### src/rtl/row_window_reader.sv
// Row line-buffer controller: write/read sequencing for two row RAMs plus a registered 3x3 RGB window.
// Latency 2 cycles pixel->window; no backpressure, consumer must take every win_valid. Optional LINE_ERR_EN adds line_err.
// Sync active-low reset; row1 holds line y-1, row2 holds line y-2 (aged from row1 read data).
module row_window_reader #(
    parameter int DW       = 24,
    parameter int H_ACTIVE = 640,
    parameter int AW       = 10
) (
    input  logic            clk,
    input  logic            rst_n,
    input  logic [DW-1:0]   pix_in,
    input  logic            pix_valid,
    input  logic            sof,
    output logic [AW-1:0]   ram_rd_adr,
    output logic            row1_wr_en,
    output logic [AW-1:0]   row1_wr_adr,
    output logic [DW-1:0]   row1_wr_data,
    input  logic [DW-1:0]   row1_q,
    output logic            row2_wr_en,
    output logic [AW-1:0]   row2_wr_adr,
    output logic [DW-1:0]   row2_wr_data,
    input  logic [DW-1:0]   row2_q,
    output logic [9*DW-1:0] win_out,
    output logic            win_valid,
    output logic [AW-1:0]   win_x
`ifdef LINE_ERR_EN
    ,
    output logic            line_err
`endif
);

    localparam logic [AW-1:0] X_LAST = AW'(H_ACTIVE - 1);

    logic [AW-1:0] x_cnt;
    logic [1:0]    row_cnt;

    logic          take_sof;
    logic [AW-1:0] cur_x;
    logic [1:0]    cur_row;

    logic          s1_valid;
    logic [DW-1:0] s1_pix;
    logic [AW-1:0] s1_x;
    logic [1:0]    s1_row;

    // A qualified sof re-homes the current pixel to (0,0) before it is written.
    assign take_sof = pix_valid & sof;
    assign cur_x    = take_sof ? '0 : x_cnt;
    assign cur_row  = take_sof ? 2'd0 : row_cnt;

    assign ram_rd_adr   = cur_x;
    assign row1_wr_en   = pix_valid & rst_n;
    assign row1_wr_adr  = cur_x;
    assign row1_wr_data = pix_in;

    assign row2_wr_en   = s1_valid & rst_n;
    assign row2_wr_adr  = s1_x;
    assign row2_wr_data = row1_q;

    always_ff @(posedge clk) begin
        if (!rst_n) begin
            x_cnt   <= '0;
            row_cnt <= 2'd0;
        end else if (pix_valid) begin
            if (cur_x == X_LAST) begin
                x_cnt   <= '0;
                row_cnt <= (cur_row == 2'd2) ? 2'd2 : cur_row + 2'd1;
            end else begin
                x_cnt   <= cur_x + AW'(1);
                row_cnt <= cur_row;
            end
        end
    end

    always_ff @(posedge clk) begin
        if (!rst_n) begin
            s1_valid <= 1'b0;
            s1_pix   <= '0;
            s1_x     <= '0;
            s1_row   <= 2'd0;
        end else begin
            s1_valid <= pix_valid;
            if (pix_valid) begin
                s1_pix <= pix_in;
                s1_x   <= cur_x;
                s1_row <= cur_row;
            end
        end
    end

    // Columns shift left on each stage-1 pixel; new right column is {y-2, y-1, y} top to bottom.
    always_ff @(posedge clk) begin
        if (!rst_n) begin
            win_out   <= '0;
            win_valid <= 1'b0;
            win_x     <= '0;
        end else begin
            win_valid <= s1_valid && (s1_x >= AW'(2)) && (s1_row == 2'd2);
            if (s1_valid) begin
                for (int r = 0; r < 3; r++) begin
                    win_out[(r*3+0)*DW +: DW] <= win_out[(r*3+1)*DW +: DW];
                    win_out[(r*3+1)*DW +: DW] <= win_out[(r*3+2)*DW +: DW];
                end
                win_out[2*DW +: DW] <= row2_q;
                win_out[5*DW +: DW] <= row1_q;
                win_out[8*DW +: DW] <= s1_pix;
                win_x               <= s1_x - AW'(1);
            end
        end
    end

`ifdef LINE_ERR_EN
    // Sticky: a frame restarted part-way through a line.
    always_ff @(posedge clk) begin
        if (!rst_n) begin
            line_err <= 1'b0;
        end else if (take_sof && (x_cnt != '0)) begin
            line_err <= 1'b1;
        end
    end
`endif

endmodule

### config.mk
export PLATFORM = sky130hd
export DESIGN_NAME = row_window_reader
export DESIGN_NICKNAME = d
export VERILOG_FILES = /design/src/rtl/row_window_reader.sv
export SDC_FILE = /design/constraint.sdc
export NUM_CORES = 1
export LEC_CHECK = 0
export CAP_MARGIN = 20
export CORE_UTILIZATION = 30
export CTS_CLUSTER_SIZE = 25
export DETAILED_ROUTE_END_ITERATION = 10
export GPL_TIMING_DRIVEN = 0
export HOLD_SLACK_MARGIN = 0.02
export SLEW_MARGIN = 10
export SYNTH_ARGS = -nofsm -noshare
export SYNTH_HDL_FRONTEND = slang
export SYNTH_SLANG_ARGS = --single-unit
### constraint.sdc
create_clock -name clk -period 3.7 [get_ports clk]
set_clock_uncertainty 0.1 [all_clocks]
set_input_delay 0.555 -clock clk [delete_from_list [all_inputs] [get_ports clk]]
set_output_delay 0.555 -clock clk [all_outputs]
set_load 0.02 [all_outputs]
After elaboration in Yosys (flattened, before gate mapping)
Cells that the tools add are included.

word-level totals
  register bits = 276
  bits in latches = 0
  memory bits (writable) = 0
  memory bits (read-only) = 0
  bits of input ports = 76
  word-level logic and storage cells = 26
  memories = 0

operators by class
  add/sub/neg operators = 3
  $mul = 0
  divide/modulo/power cells = 0
  magnitude comparators = 1
  eq/ne operators = 3
  shifts and indexed selects = 0
  muxes and demuxes = 5
  bitwise logic cells = 3
  reduce and logical (&&, ||, !) cells = 2

operators by type and width
  operator                 count
  $mux W10                 2
  $add A10 B1 Y10 const B  1
  $eq A10 B10 Y1 const B   1
  $ge A10 B2 Y1 const B    1
  $sub A10 B1 Y10 const B  1
  $mux W2                  3
  $eq A2 B2 Y1 const B     2
  $and A1 B1 Y1            3
  $add A2 B1 Y2 const B    1
  $logic_and A1 B1 Y1      2

Depth between registers and ports, before layout
Gate-level depths: netlist (run 1).

  depth in word-level cells = 5
  mapped depth = 10

Least setup slack after synthesis (run 1)
OpenSTA, ideal clock, no wires.

  path kind = in2reg
  start point = input sof
  end point = register x_cnt[3]
  setup time = 0.120 ns
  arrival = 2.635 ns
  data required time = 3.480 ns
  slack = 0.845 ns
  stages = 10
  path through = clkbuf_1 nand2_1 clkbuf_1 and2_1 ha_1 and4_1 clkbuf_1 a41oi_1 and3_1 o31a_1

between the ends
  cells in the longest elaborated chain, start to end = 4
  elaborated cells between the ends (all ways) = 5

ends and longest elaborated chain
  element                                                   RTL line  text
  start, declared                                           13        input logic sof,
  $and A1 B1 Y1 *                                           47        assign take_sof = pix_valid & sof;
  $mux W10 *                                                48        assign cur_x = take_sof ? '0 : x_cnt;
  named net ram_rd_adr[1]                                   14        output logic [AW-1:0] ram_rd_adr,
  $add A10 B1 Y10 / $eq A10 B10 Y1 (equally long branches)  69, 65
  $mux W10 *                                                65        if (cur_x == X_LAST) begin
  end signal, assigned                                      69        x_cnt <= cur_x + AW'(1);
  end, declared                                             34        logic [AW-1:0] x_cnt;

Mark *: on every way through the listed nets, which the timed path passes. The rest lies on a longest branch.
A chain may end at the register's enable or synchronous reset.

Worst setup path after layout (run 1)
  start point = input pix_valid
  end point = output row1_wr_adr[0]

between the ends
  cells in the longest elaborated chain, start to end = 2

ends and longest elaborated chain
  element          RTL line  text
  start, declared  12        input logic pix_valid,
  $and A1 B1 Y1    47
  $mux W10         48
  end, declared    16        output logic [AW-1:0] row1_wr_adr,

No other way between the ends.

==> results.sh, run 1 <==
export IMPL_ys_ff_latch=276
export IMPL_globalRoute_busiestLayer="met2"
export IMPL_status="complete, no violations"
export IMPL_postCtsSetupBuffers=0
export IMPL_drt_first_pass_iters=4
export IMPL_ir_drop_uv=312
export IMPL_leakage_nw=6.08
export IMPL_io_buffers=381
export IMPL_grt_setup_unrepaired="no"
export IMPL_clock_sinks=276
export IMPL_place_gp_congestion=0.804
export IMPL_grtUsageMet2_pct=29.0
export IMPL_crit_path_max_fanout=10
export IMPL_grtUsageMet1_pct=22.0
export IMPL_yosys_warnings=0
export IMPL_yosysTopAreaCell="dfxtp_1"
export IMPL_clock_latency_ps=550
export IMPL_cts_max_level=1
export IMPL_cts_resized=0
export IMPL_vias=8441
export IMPL_setup_tns_ps=0
export IMPL_drt_drc_violations_left=0
export IMPL_grt_max_degree=15
export IMPL_synth_nets=1107
export IMPL_yosysTopAreaCellShare_pct=49.6
export IMPL_grt_pass1_vias=8482
export IMPL_avgRoutedWirePerCell_um=17.3
export IMPL_async_flop_share_pct=0
export IMPL_worstMarginPinSlew_ps=697
export IMPL_seq_area_frac_synth_pct=49.6
export IMPL_crit_top_cell="clkdlybuf4s50_1"
export IMPL_slowest_delay_ps=590
export IMPL_hpwl_um=25200
export IMPL_r2r_start="x_cnt[0]"
export IMPL_critPathBufInv=4
export IMPL_synth_cells=1027
export IMPL_layout_nets=1520
export IMPL_die_h_um=195
export IMPL_pre_cts_ws_ps=130
export IMPL_syn_to_final_growth_pct=48.2
export IMPL_hold_path_end="win_valid"
export IMPL_setup_slack_ps=363
export IMPL_pin_count=383
export IMPL_grtUsageTotal_pct=17.2
export IMPL_fmax_ghz=0.300
export IMPL_cts_buffers_inserted=30
export IMPL_ff2ff_path_depth=7
export IMPL_synth_edf_count=0
export IMPL_final_util_pct=45.1
export IMPL_worstReg2RegEnd="x_cnt[3]"
export IMPL_path_class="in -> out"
export IMPL_drtIter0Drc=236
export IMPL_setup_violations=0
export IMPL_stdcell_area_um2=16500
export IMPL_place_area_um2=15500
export IMPL_root_buffer="clkbuf_16"
export IMPL_end_kind="primary output"
export IMPL_worstPathArrival_ps=2680
export IMPL_period_share_pct=90.2
export IMPL_clkTransAtPathRegs_ps=60
export IMPL_critPathTopFamily="buffers and inverters"
export IMPL_die_w_um=195
export IMPL_postCtsHoldBufs=0
export IMPL_clk_path_buf_depth=3
export IMPL_timing_hold_violations_final=0
export IMPL_p_per_area_nw_per_um2=414
export IMPL_drive_above_1_share_pct=9.03
export IMPL_cp_slowest_cell="clkdlybuf4s50_1"
export IMPL_initial_utilization_pct=30.5
export IMPL_grtUsageMet3_pct=4.22
export IMPL_syn_area_per_cell_um2=10.9
export IMPL_grt_pass1_wl_um=50900
export IMPL_crit_required_ps=3040
export IMPL_min_path_cells=1
export IMPL_ys_flop_type="dfxtp_1"
export IMPL_tritoncts="done"
export IMPL_period_needed_ps=3340
export IMPL_routed_wl_um=33400
export IMPL_die_area_um2=37900
export IMPL_report_final_slew_viol_count=0
export IMPL_hold_path_class="reg -> reg"
export IMPL_rrSetupSlack_ps=1260
export IMPL_diodes=0
export IMPL_grt_overflow_total=0
export IMPL_drtAntennaViolNets=0
export IMPL_cap_violations=0
export IMPL_antenna_found_initial=0
export IMPL_crit_chain="clkdlybuf4s50_1 -> nand2_1 -> clkbuf_1 -> and2_1 -> buf_4 -> clkdlybuf4s50_1"
export IMPL_vias_per_cell=4.37
export IMPL_relSlewSlack_pct=53.5
export IMPL_synthTopCellsByArea="dfxtp_1, mux2i_1, nor2b_1"
export IMPL_synthesis_area_um2=11100
export IMPL_hp_start="s1_row[0]"
export IMPL_yosysUniqueCellTypes=40
export IMPL_startpoint_type="input port"
export IMPL_rows=70
export IMPL_core_um2=36600
## metal layers
metal	vias to the layer above	wire, µm
met5	-	0
met4	0	468
met3	31	2130
met2	275	15700
met1	3910	15100
li1	4225	-
## registers in the layout, indices dropped and copies added, names as in the netlist
signal / flops
s1_pix: 24
row2_wr_adr: 10
row_cnt: 2
win_out: 216
win_x: 10
s1_valid: 1
x_cnt: 10
s1_row: 2
win_valid: 1
## stage by stage
| step | power [W] | hold WS, ps | std cells |
|---|---|---|---|
| 6_report | 0.00685 | 341 | 1930 |
| 5_1_grt | 0.00712 | 355 | 1930 |
| 4_1_cts | 0.00696 | 338 | 1930 |
| 3_5_place_dp | 0.00397 | 322 | 1876 |
| 3_3_place_gp | 0.00396 | 321 | 1876 |
| 2_1_floorplan | 0.00359 | 299 | 1027 |
## cells by family after synthesis
kind of cell             count (synthesis)  synth area share [%]
AO/OA/AOI/OAI                           37                  2.23
XOR/XNOR                                 8                 0.629
adder cells (fa/ha/maj)                  4                 0.449
buffers and inverters                  126                  6.48
flip-flops                             276                  49.6
multiplexers                           251                  22.5
AND/OR/NAND/NOR                        325                  18.1
## cell usage after synthesis, types with 3 or more instances
cell,number
a21boi_0,5
a21oi_1,4
a31oi_1,6
and2_1,14
and3_1,4
and4_1,3
buf_2,25
buf_4,58
clkbuf_1,39
dfxtp_1,276
ha_1,4
mux2i_1,251
nand2_1,13
nand3_1,13
nand4_1,6
nor2b_1,255
nor3_1,3
o211a_1,3
o21ai_0,10
xnor2_1,7
## worst reg2reg max path, cell delays in order (launching register included)
cell,delay (ps)
dfxtp_1,390
and2_1,340
ha_1,270
and4_1,210
clkbuf_1,260
a41oi_1,230
and3_1,250
o31a_1,280
## power by group
part           internal, W  switching (W)  leakage [nW]
combinational     0.000409       0.000383          3.37
sequential         0.00305      0.0000552          2.24
clock              0.00176        0.00120         0.476
total              0.00521        0.00164          6.08
## layout by cell type, fill, tap and decap left out, drive strengths merged, types with 2 or more instances in the layout
master	count
clkdlybuf4s50	381
dfxtp	276
nor2b	255
mux2i	251
clkbuf	87
buf	84
and2	14
nand2	13
nand3	13
o21ai	10
xnor2	7
a21boi	7
a31oi	6
nand4	6
a21oi	5
and3	4
ha	4
clkinv	4
o211a	3
and4	3
nor3	3
or4	3
inv	2
nor4	2
nor3b	2
nor2	2
a41oi	2
nand2b	2
clkinvlp	2
## worst max-delay path by stage
stage / from / to / cells after the start / slack (ps)
2_1_floorplan: sof / x_cnt[3] / 10 / 840
3_3_place_gp: pix_valid / x_cnt[3] / 10 / 90
3_5_place_dp: pix_valid / x_cnt[3] / 10 / 130
4_1_cts: pix_valid / row1_wr_adr[0] / 6 / 400
6_report: pix_valid / row1_wr_adr[0] / 6 / 360
5_1_grt: pix_valid / row1_wr_adr[0] / 6 / 300
## cell type report
class	instances	area, µm²
fillers	3521	20100
flip-flops and latches	276	5530
multi-input cells	625	4900
repair buffers	381	3810
clock buffers	48	920
plain buffers	123	711
well taps	468	586
clock inverters	6	60.1
inverters	3	11.3
No activity file was read; power rests on OpenSTA's default activity.
==> run 2, diff against run 1 <==
Settings changed: CTS_BUF_LIST set to sky130_fd_sc_hd__clkbuf_4.
Clock period 3.7 ns to 3.59 ns, I/O delays scaled along.
==> run 2 against run 1 <==
  * Register-to-register slack lost 90 ps
  * Power shrank 0.87%
  * Worst setup slack got worse by 76 ps
  * Hold slack worse by 25 ps
  * Sequential share of layout area up 0.084 points
  * Design area fell by 0.25%
==> results.sh, run 2 (same netlist as run 1, synthesis figures left out) <==
export IMPL_status="complete, no violations"
export IMPL_tritoncts="done"
export IMPL_drtIter0Drc=230
export IMPL_drive_above_1_share_pct=13.1
export IMPL_final_util_pct=45.0
export IMPL_leakage_nw=6.17
export IMPL_grt_setup_unrepaired="no"
export IMPL_drt_drc_violations_left=0
export IMPL_grt_max_degree=11
export IMPL_regMostFlops="win_out"
export IMPL_worstPathArrival_ps=2660
export IMPL_antenna_found_initial=2
export IMPL_postCtsHoldBufs=0
export IMPL_drt_first_pass_iters=4
export IMPL_fmax_ghz=0.303
export IMPL_setup_violations=0
export IMPL_routed_wl_um=34000
export IMPL_p_per_area_nw_per_um2=412
export IMPL_grt_pass1_wl_um=52000
export IMPL_clock_sinks=276
export IMPL_grt_overflow_total=0
export IMPL_ff2ff_path_depth=7
export IMPL_cts_resized=0
export IMPL_drtAntennaViolNets=0
export IMPL_critPathTopFamily="buffers and inverters"
export IMPL_clock_latency_ps=680
export IMPL_hp_start="sof"
export IMPL_avgRoutedWirePerCell_um=16.9
export IMPL_die_area_um2=37900
export IMPL_cts_max_level=3
export IMPL_setup_tns_ps=0
export IMPL_ir_drop_uv=134
export IMPL_clk_path_buf_depth=3
export IMPL_io_buffers=381
export IMPL_grt_pass1_vias=8929
export IMPL_hold_path_class="in -> reg"
export IMPL_rrSetupSlack_ps=1170
export IMPL_period_share_pct=92.0
export IMPL_cp_slowest_cell="clkdlybuf4s50_1"
export IMPL_hpwl_um=25200
export IMPL_pin_count=383
export IMPL_path_class="in -> out"
export IMPL_end_kind="primary output"
export IMPL_syn_to_final_growth_pct=47.9
export IMPL_clkTransAtPathRegs_ps=60
export IMPL_mostFrequentLayoutCells="clkdlybuf4s50_1, dfxtp_1, nor2b_1, mux2i_1, clkbuf_4"
export IMPL_report_final_slew_viol_count=0
export IMPL_cap_violations=0
export IMPL_largest_register_ffs=216
export IMPL_final_common_cell="clkdlybuf4s50_1"
export IMPL_period_needed_ps=3300
export IMPL_grtUsageTotal_pct=17.7
export IMPL_crit_path_max_fanout=10
export IMPL_reg_top3="win_out (216), s1_pix (24)"
export IMPL_postCtsSetupBuffers=0
export IMPL_slowest_delay_ps=590
export IMPL_core_um2=36600
export IMPL_crit_chain="clkdlybuf4s50_1 -> nand2_1 -> clkbuf_1 -> and2_1 -> buf_4 -> clkdlybuf4s50_1"
export IMPL_die_h_um=195
export IMPL_critPathBufInv=4
export IMPL_die_w_um=195
export IMPL_worstMarginPinSlew_ps=698
export IMPL_place_gp_congestion=0.804
export IMPL_relSlewSlack_pct=53.5
export IMPL_vias=8767
export IMPL_vias_per_cell=4.36
export IMPL_root_buffer="clkbuf_4"
export IMPL_rows=70
export IMPL_crit_top_cell="clkdlybuf4s50_1"
export IMPL_cts_buffers_inserted=79
export IMPL_initial_utilization_pct=30.5
export IMPL_layout_nets=1569
export IMPL_r2r_start="x_cnt[0]"
export IMPL_min_path_cells=4
export IMPL_power_total_w=0.00679
export IMPL_timing_hold_violations_final=0
export IMPL_worstReg2RegEnd="x_cnt[3]"
export IMPL_crit_required_ps=2950
export IMPL_startpoint_type="input port"
export IMPL_hold_path_end="x_cnt[0]"
## run 2: cell types whose count changed in the layout (fill, tap and decap cells not counted), sizes merged
cell	change
inv	+3
clkinvlp	-2
clkinv	+16
clkbuf	+61
diode	+2
## run 2: per-stage QoR
stage | area, µm² | worst slack (ps) | instances | hold slack (ps)
CTS | 16500 | 141 | 2008 | 205
global route | 16500 | 50.3 | 2010 | 263
global placement | 15500 | -5.09 | 1876 | 321
finish | 16500 | 288 | 2010 | 315
detailed placement | 15500 | 36.9 | 1876 | 322
floorplan | 11100 | 751 | 1027 | 299
## run 2: per-layer routing
layer  wire (µm)  vias to the layer above  share of wire (%)  global-route usage, %
met2       15900                      323                 47                   28.8
met3        2410                       35                7.1                   5.95
met1       15200                     4043                 45                   21.8
met5           0                        -                  0                      0
li1            -                     4366                  -                      -
met4         526                        0                1.5                   6.12
## run 2: layout make-up
class	count	area, µm²
buffer	123	711
inverter	3	11.3
clock inverter	23	115
sequential	276	5530
fill	3579	20100
multi-input combinational	625	4900
antenna	2	5.00
tap	468	586
timing repair buffer	381	3810
clock buffer	109	818
## run 2: worst min-delay path: stages
cell	delay (ps)
clkbuf_1	180
nand2b_1	190
nand3_1	80
nand2_1	50
## run 2: how the worst max path moves through the flow
stage	cells past startpoint	endpoint	startpoint	slack (ps)
after floorplan	10	x_cnt[3]	sof	750
after global placement	10	x_cnt[3]	pix_valid	-5
after detailed placement	10	x_cnt[3]	pix_valid	40
after CTS	4	row2_wr_en	s1_valid	140
after global routing	4	row2_wr_en	s1_valid	50
final	6	row1_wr_adr[0]	pix_valid	290
## run 2: power by group
| part | total [W] | switching, W | internal, W |
|---|---|---|---|
| clock network | 0.00278 | 0.00131 | 0.00147 |
| registers | 0.00320 | 0.0000568 | 0.00314 |
| logic | 0.000817 | 0.000395 | 0.000422 |
| total | 0.00679 | 0.00176 | 0.00503 |
